File: config.mk
export PLATFORM = sky130hd
export DESIGN_NAME = pulse_meas_sched_flat
export DESIGN_NICKNAME = d
export VERILOG_FILES = /design/src/rtl/pulse_meas_sched_if.sv /design/src/rtl/pulse_meas_sched.sv /design/src/flat_wrapper.sv
export SDC_FILE = /design/constraint.sdc
export NUM_CORES = 1
export LEC_CHECK = 0
export ABC_AREA = 1
export BUFFER_PORTS_ARGS = -buffer_cell sky130_fd_sc_hd__buf_2
export CAP_MARGIN = 20
export CORE_UTILIZATION = 61
export CTS_BUF_LIST = sky130_fd_sc_hd__clkbuf_4
export CTS_CLUSTER_DIAMETER = 80
export DETAILED_ROUTE_END_ITERATION = 7
export PLACE_DENSITY = 0.8
export SYNTH_ARGS = -nofsm -noshare
export SYNTH_HDL_FRONTEND = slang
export SYNTH_SLANG_ARGS = --single-unit
File: constraint.sdc
create_clock -name clk -period 2.1 [get_ports clk]
set_input_delay 0.105 -clock clk [delete_from_list [all_inputs] [get_ports clk]]
set_output_delay 0.105 -clock clk [all_outputs]
set_load 0.005 [all_outputs]
File: src/rtl/pulse_meas_sched_if.sv
// Result channel of the pulse measurement scheduler: one measured value per
// channel visit, held until the consumer accepts it with res_ready.
interface pulse_meas_sched_if #(
  parameter int CNT_W = 16,
  parameter int CH_W  = 2
);
  logic [CNT_W-1:0] res_data;
  logic [CH_W-1:0]  res_ch;
  logic             res_timeout;
  logic             res_valid;
  logic             res_ready;

  modport master (
    output res_data,
    output res_ch,
    output res_timeout,
    output res_valid,
    input  res_ready
  );

  modport slave (
    input  res_data,
    input  res_ch,
    input  res_timeout,
    input  res_valid,
    output res_ready
  );
endinterface

File: src/rtl/pulse_meas_sched.sv
// Round-robin pulse period meter. Visits each enabled channel in turn, waits
// for a rising edge, then counts clock cycles until one or two further rising
// edges have been seen, and presents the count on the result channel.
//
// state    | meaning
// ---------+---------------------------------------------------------------
// IDLE     | not scanning; busy low
// SELECT   | pick next enabled channel, latch mode, clear counters
// ARM      | wait for the first rising edge on the selected channel
// MEASURE  | count cycles until the final rising edge (1 or 2 periods)
// DONE     | result held on res_* until accepted
module pulse_meas_sched #(
  parameter int               NCH     = 4,
  parameter int               CNT_W   = 16,
  parameter logic [CNT_W-1:0] TIMEOUT = 16'hFFFF
) (
  input  logic           clk,
  input  logic           rst,
  input  logic           run,
  input  logic [1:0]     mode,
  input  logic [NCH-1:0] ch_en,
  input  logic [NCH-1:0] pulse_in,
  output logic           busy,
  pulse_meas_sched_if.master res
);

  localparam int              CH_W   = 2;
  // One bit wider than the counter so cnt+1 can be compared against TIMEOUT
  // even when TIMEOUT is the all-ones value.
  localparam logic [CNT_W:0]  TO_EXT = {1'b0, TIMEOUT};

  typedef enum logic [2:0] {
    S_IDLE,
    S_SELECT,
    S_ARM,
    S_MEASURE,
    S_DONE
  } state_t;

  state_t           state, state_n;
  logic [CH_W-1:0]  cur_ch, cur_ch_n;
  logic [CNT_W-1:0] cnt, cnt_n;
  logic [1:0]       ecnt, ecnt_n;
  logic [1:0]       mode_lat, mode_lat_n;
  logic [CNT_W-1:0] res_data_n;
  logic [CH_W-1:0]  res_ch_n;
  logic             res_timeout_n;

  logic [NCH-1:0]   sync1, sync2, hist;
  logic [NCH-1:0]   rise_all;
  logic             rise;
  logic [CH_W-1:0]  nxt_ch;
  logic             nxt_found;
  logic [CNT_W:0]   cnt_inc;
  logic             at_limit;
  logic             start_ok;
  logic             abort;
  logic             last_edge;

  // Bring the asynchronous pulse inputs into clk and keep one cycle of history.
  always_ff @(posedge clk or posedge rst) begin
    if (rst) begin
      sync1 <= '0;
      sync2 <= '0;
      hist  <= '0;
    end else begin
      sync1 <= pulse_in;
      sync2 <= sync1;
      hist  <= sync2;
    end
  end

  assign rise_all = sync2 & ~hist;
  assign rise     = rise_all[cur_ch];

  // Next enabled channel strictly after cur_ch, wrapping so cur_ch comes last.
  always_comb begin
    nxt_ch    = cur_ch;
    nxt_found = 1'b0;
    for (int i = 1; i <= NCH; i++) begin
      if (!nxt_found && ch_en[(int'(cur_ch) + i) % NCH]) begin
        nxt_ch    = CH_W'((int'(cur_ch) + i) % NCH);
        nxt_found = 1'b1;
      end
    end
  end

  assign cnt_inc   = {1'b0, cnt} + 1'b1;
  assign at_limit  = (cnt_inc == TO_EXT);
  assign start_ok  = run && (mode != 2'd0) && (ch_en != '0);
  assign abort     = !run || (mode == 2'd0);
  assign last_edge = ((ecnt + 2'd1) == mode_lat);

  // Next-state and datapath updates; everything holds unless a branch says otherwise.
  always_comb begin
    state_n       = state;
    cur_ch_n      = cur_ch;
    cnt_n         = cnt;
    ecnt_n        = ecnt;
    mode_lat_n    = mode_lat;
    res_data_n    = res.res_data;
    res_ch_n      = res.res_ch;
    res_timeout_n = res.res_timeout;

    case (state)
      S_IDLE: begin
        if (start_ok) state_n = S_SELECT;
      end

      S_SELECT: begin
        if (nxt_found) begin
          cur_ch_n   = nxt_ch;
          mode_lat_n = (mode == 2'd2) ? 2'd2 : 2'd1;
          cnt_n      = '0;
          ecnt_n     = '0;
          state_n    = S_ARM;
        end else begin
          state_n    = S_IDLE;
        end
      end

      S_ARM: begin
        if (abort) begin
          cnt_n         = '0;
          res_data_n    = '0;
          res_ch_n      = '0;
          res_timeout_n = 1'b0;
          state_n       = S_IDLE;
        end else if (rise) begin
          cnt_n   = '0;
          state_n = S_MEASURE;
        end else if (at_limit) begin
          res_data_n    = TIMEOUT;
          res_ch_n      = cur_ch;
          res_timeout_n = 1'b1;
          state_n       = S_DONE;
        end else begin
          cnt_n = cnt_inc[CNT_W-1:0];
        end
      end

      S_MEASURE: begin
        if (abort) begin
          cnt_n         = '0;
          res_data_n    = '0;
          res_ch_n      = '0;
          res_timeout_n = 1'b0;
          state_n       = S_IDLE;
        end else if (rise && last_edge) begin
          // A completing edge on the limit cycle still yields a real result.
          res_data_n    = cnt_inc[CNT_W-1:0];
          res_ch_n      = cur_ch;
          res_timeout_n = 1'b0;
          state_n       = S_DONE;
        end else if (at_limit) begin
          res_data_n    = TIMEOUT;
          res_ch_n      = cur_ch;
          res_timeout_n = 1'b1;
          state_n       = S_DONE;
        end else begin
          cnt_n = cnt_inc[CNT_W-1:0];
          if (rise) ecnt_n = ecnt + 2'd1;
        end
      end

      S_DONE: begin
        if (res.res_ready) state_n = start_ok ? S_SELECT : S_IDLE;
      end

      default: state_n = S_IDLE;
    endcase
  end

  // State and datapath registers.
  always_ff @(posedge clk or posedge rst) begin
    if (rst) begin
      state           <= S_IDLE;
      cur_ch          <= CH_W'(NCH - 1);
      cnt             <= '0;
      ecnt            <= '0;
      mode_lat        <= 2'd1;
      res.res_data    <= '0;
      res.res_ch      <= '0;
      res.res_timeout <= 1'b0;
    end else begin
      state           <= state_n;
      cur_ch          <= cur_ch_n;
      cnt             <= cnt_n;
      ecnt            <= ecnt_n;
      mode_lat        <= mode_lat_n;
      res.res_data    <= res_data_n;
      res.res_ch      <= res_ch_n;
      res.res_timeout <= res_timeout_n;
    end
  end

  assign res.res_valid = (state == S_DONE);
  assign busy          = (state != S_IDLE);

endmodule

File: src/flat_wrapper.sv
// flat-port wrapper written by rule: the top's interface ports become plain ports
module pulse_meas_sched_flat 
#(
  parameter int               NCH     = 4,
  parameter int               CNT_W   = 16,
  parameter logic [CNT_W-1:0] TIMEOUT = 16'hFFFF
)
  (clk, rst, run, mode, ch_en, pulse_in, busy, res_res_data, res_res_ch, res_res_timeout, res_res_valid, res_res_ready);
  pulse_meas_sched_if #(.CNT_W(CNT_W), .CH_W(2)) res_i ();
  input  logic clk;
  input  logic rst;
  input  logic run;
  input  logic [1:0] mode;
  input  logic [NCH-1:0] ch_en;
  input  logic [NCH-1:0] pulse_in;
  output logic busy;
  output wire logic [$bits(res_i.res_data)-1:0] res_res_data;
  output wire logic [$bits(res_i.res_ch)-1:0] res_res_ch;
  output wire logic [$bits(res_i.res_timeout)-1:0] res_res_timeout;
  output wire logic [$bits(res_i.res_valid)-1:0] res_res_valid;
  input wire logic [$bits(res_i.res_ready)-1:0] res_res_ready;
  assign res_res_data = res_i.res_data;
  assign res_res_ch = res_i.res_ch;
  assign res_res_timeout = res_i.res_timeout;
  assign res_res_valid = res_i.res_valid;
  assign res_i.res_ready = res_res_ready;
  pulse_meas_sched #(.NCH(NCH), .CNT_W(CNT_W), .TIMEOUT(TIMEOUT)) u_core (.clk(clk), .rst(rst), .run(run), .mode(mode), .ch_en(ch_en), .pulse_in(pulse_in), .busy(busy), .res(res_i));
endmodule
==> results.rst <==
.. list-table::
   :header-rows: 1

   * - Metric
     - Value
   * - Time the final worst path needs with I/O delays and setup
     - 2.032 ns
   * - Weighted congestion at the end of routability-driven global placement
     - between 0.9 and 1
   * - Clk pwr share
     - a little under an eighth
   * - Most repeated cell in the gate-level netlist after synthesis
     - sky130_fd_sc_hd__nand2_1
   * - GRT Overall Usage
     - about 28%
   * - Status
     - finished, final reports clean
   * - Pwr dens
     - approximately 1000 mW/mm^2
   * - Instance count of the mapped netlist
     - about 450
   * - Number of flip-flops and latches in the synthesized netlist
     - 56
   * - Net count of the mapped netlist
     - roughly 460
   * - Total Nets Final
     - around 530
   * - Post-Syn Area per Cell
     - ~7.5 sq um
   * - Worst-Margin Slew
     - around 0.57 ns
   * - Starting utilization of the core area
     - about 65%
   * - Wire length reported by the detailed router
     - between 8000 and 9000 um
   * - Overall die width
     - around 76 um
   * - First-pass GRT wire length
     - between 10,000 and 15,000 um
   * - Number of iterations in the first detailed-routing pass
     - 5
   * - Antenna cell count
     - 0
   * - Max Root-Sink Buffers
     - 2
   * - Top cells by area, synth
     - sky130_fd_sc_hd__dfrtp_1 (39%), sky130_fd_sc_hd__nand2_1 (14%), sky130_fd_sc_hd__inv_1 (6.1%)
   * - Number of library cell types mapped by synthesis
     - 38
   * - IR Drop Worst-Case VDD
     - 0.0006662 V
   * - Sw power
     - between 1.5 and 2 mW
   * - TritonCTS clock tree
     - done
   * - Area inside the core boundary
     - 0.005205 sq mm
   * - Number of placement rows
     - 26
   * - Fraction of power consumed by combinational cells
     - between 50% and 60%
   * - Post-DP HPWL
     - between 6000 and 7000 um
   * - Vias in the first global route
     - 2,896
   * - Via density per instance
     - around 5.6
   * - Critical Path Source Type
     - flop
   * - Critical path start-end classification
     - flop to flop
   * - Final clock period utilization by the worst path
     - a little over nine tenths
   * - Static Leakage
     - ~2.1 nW
   * - Worst-case setup slack after placement
     - -0.01503 ns
   * - Number of DRC markers in iteration 0
     - 238
   * - Number of flops mapped to enable cells by yosys
     - 0
   * - Clock transition time at the flip-flop clock pins of the worst setup and hold paths
     - about 0.17 ns
   * - Maximum number of pins on one net before global-route repair
     - 29
   * - PnR Total Power
     - 4.137 mW
   * - F_max
     - 492.2 MHz
   * - Count of boundary I/O pins
     - 35
   * - Die Height
     - approximately 76 um
   * - Cell area after synthesis
     - approximately 0.0034 sq mm
   * - Critical Path Fanout Max
     - 8
   * - Cell at the root of the clock tree
     - sky130_fd_sc_hd__clkbuf_4
   * - Sw frac
     - between 40% and 50%
   * - Most instantiated cells after synthesis
     - sky130_fd_sc_hd__nand2_1 (122), sky130_fd_sc_hd__inv_1 (55), sky130_fd_sc_hd__dfrtp_1 (53), sky130_fd_sc_hd__nor2_1 (46), sky130_fd_sc_hd__o21ai_0 (27)
   * - Level count of the clock H-tree
     - 2
   * - Proportion of power drawn by flip-flops and latches
     - 34.9%
   * - Most instantiated flip-flop cell in the synthesis netlist
     - sky130_fd_sc_hd__dfrtp_1
   * - Data required time of the worst path
     - ~2.4 ns
   * - Max Clock Skew
     - 0.01280 ns
   * - Global route total overflow
     - 0
   * - Clock latency on the worst-skew pair
     - between 0.3 and 0.4 ns
   * - Clock tree sinks
     - 56
   * - Internal Pwr Total
     - around 2.2 mW
   * - Final setup violation count
     - 0
   * - Type of element capturing the critical path
     - flop
   * - Number of buffers inserted by port buffering
     - 34
   * - Share of layout cells above drive strength 1
     - between 20 and 30%
   * - Num CTS Buffers
     - 5
   * - Library cell occupying the most area in the post-synthesis netlist
     - sky130_fd_sc_hd__dfrtp_1
   * - Number of hold-slack violations in the final timing report
     - 0
   * - Via count of the routed design
     - 3,274
   * - Yosys warning total
     - 0
   * - Fraction of the yosys area taken by sequential cells
     - around two fifths
   * - Number of antenna violations at the first check in global routing
     - 0
   * - Unrepaired setup endpoints after global routing
     - true
   * - Maximum Capacitance Violations
     - 0
   * - ANT nets after route
     - 0
   * - DRC Markers
     - 0
   * - Rel. slew slack
     - 61.67%
   * - Max-slew violations
     - 0
   * - Layout area overhead
     - 21.81%
   * - Fraction of post-synthesis cell area in the top cell type by area
     - about two fifths
   * - Fraction of registers with async set/reset
     - 100.0%
   * - Path class of the lowest-slack min-delay path
     - input pin to flop
   * - Die area
     - roughly 0.0058 sq mm
   * - Average wire length per cell after detail routing
     - 14.58 um
   * - Critical Path AT
     - roughly 2.3 ns
   * - Setup ws final
     - ~0.07 ns
-- state kept, by name (all words and copies together), names as in the netlist --
register	count
u_core.res.res_ch	2
u_core.res.res_data	16
u_core.hist	4
u_core.mode_lat	2
u_core.sync2	4
u_core.res.res_timeout	1
u_core.sync1	4
u_core.cnt	16
u_core.state	3
u_core.cur_ch	2
u_core.ecnt	2
-- timing repair --
action | in CTS | in global routing
endpoints found under the setup margin | 17 | 35
gates resized for setup | 2 | 50
buffers inserted | 1 | 8
gates cloned | 0 | 3
pin swaps | 1 | 16
hold buffers | 7 | 0
hold endpoints to repair | 30 | 0
-- layout by cell type (no fill, tap or decap), drive strengths merged --
master         n
nand2        134
buf           64
inv           60
nor2          60
dfrtp         53
o21ai         42
nand3         27
a21oi         19
nand4         10
dlygate4sd3    7
o2111a         5
clkbuf         5
xor2           5
nor3           5
o2111ai        4
dfstp          3
o211ai         2
a31oi          2
ha             2
clkinv         2
xnor2          1
or2            1
a22oi          1
o221ai         1
a21o           1
-- layer usage --
metal	vias to the layer above	track usage, %	routed length (um)
met1	1541	39.12	3715
met3	15	3.952	516
met2	137	47.12	4171
met4	0	7.115	141
li1	1581	-	-
met5	-	0	0
-- power groups by stage --
stage | clock, mW | combinational, mW | sequential, mW
finish | 0.492 | 2.20 | 1.44
global route | 0.538 | 2.41 | 1.46
CTS | 0.498 | 1.79 | 1.42
detailed placement | 0 | 1.75 | 1.44
global placement | 0 | 1.70 | 1.43
floorplan | 0 | 1.32 | 1.39
-- critical path, stage by stage, from the launching register on --
cell	delay (ns)
sky130_fd_sc_hd__dfstp_2	0.64
sky130_fd_sc_hd__nand2_2	0.10
sky130_fd_sc_hd__nor3_4	0.15
sky130_fd_sc_hd__nor3_4	0.08
sky130_fd_sc_hd__buf_6	0.13
sky130_fd_sc_hd__nor2_4	0.27
sky130_fd_sc_hd__nand2_4	0.13
sky130_fd_sc_hd__o21ai_1	0.17
sky130_fd_sc_hd__inv_1	0.09
sky130_fd_sc_hd__o21ai_1	0.13
sky130_fd_sc_hd__nand2_1	0.06
-- path summary, 6_finish.rpt --
| kind | start | end | slack (ns) | cells past startpoint |
|---|---|---|---|---|
| setup / recovery | u_core.cur_ch[1] | u_core.res.res_data[14] | 0.07 | 10 |
| hold / removal | mode[0] | u_core.mode_lat[1] | 0.03 | 4 |
| setup reg to reg | u_core.cur_ch[1] | u_core.res.res_data[14] | 0.07 | 10 |
| hold reg to reg | u_core.sync1[0] | u_core.sync2[0] | 0.37 | 0 |
| max in group asynchronous | rst | u_core.mode_lat[0] | 1.12 | 4 |
| min in group asynchronous | rst | u_core.res.res_data[15] | 0.30 | 3 |
-- cells by family (layout without fill, tap and decap cells) --
family	count (synthesis)	in the layout	share of synthesized area, %
AO/OA/AOI/OAI	76	77	13.84
XOR/XNOR	6	6	2.010
adder cells (fa/ha/maj)	2	2	0.7442
buffers and inverters	70	138	8.597
flip-flops	56	56	41.79
AND/OR/NAND/NOR	236	237	33.01
-- metrics by stage --
step | TNS, ns | hold WS [ns] | std cells | instance area, sq um | util (%)
final | 0 | 0.03264 | 586 | 4095 | 78.68
after global routing | -0.7375 | 0.07755 | 586 | 4095 | 78.68
after CTS | 0 | 0.03136 | 575 | 3846 | 73.89
after detailed placement | -0.02806 | 0.1983 | 559 | 3702 | 71.13
after global placement | -0.02741 | 0.1974 | 559 | 3702 | 71.13
after floorplan | 0 | 0.1364 | 446 | 3362 | -
-- final cells by class --
type | count | area (sq um)
repair buffers | 71 | 490.5
clock buffers | 5 | 37.54
fillers | 358 | 1110
flip-flops and latches | 56 | 1405
inverters | 59 | 224.0
clock inverters | 3 | 22.52
well taps | 70 | 87.58
multi-input cells | 322 | 1828
Note: power is estimated with default switching activity, not from simulation.
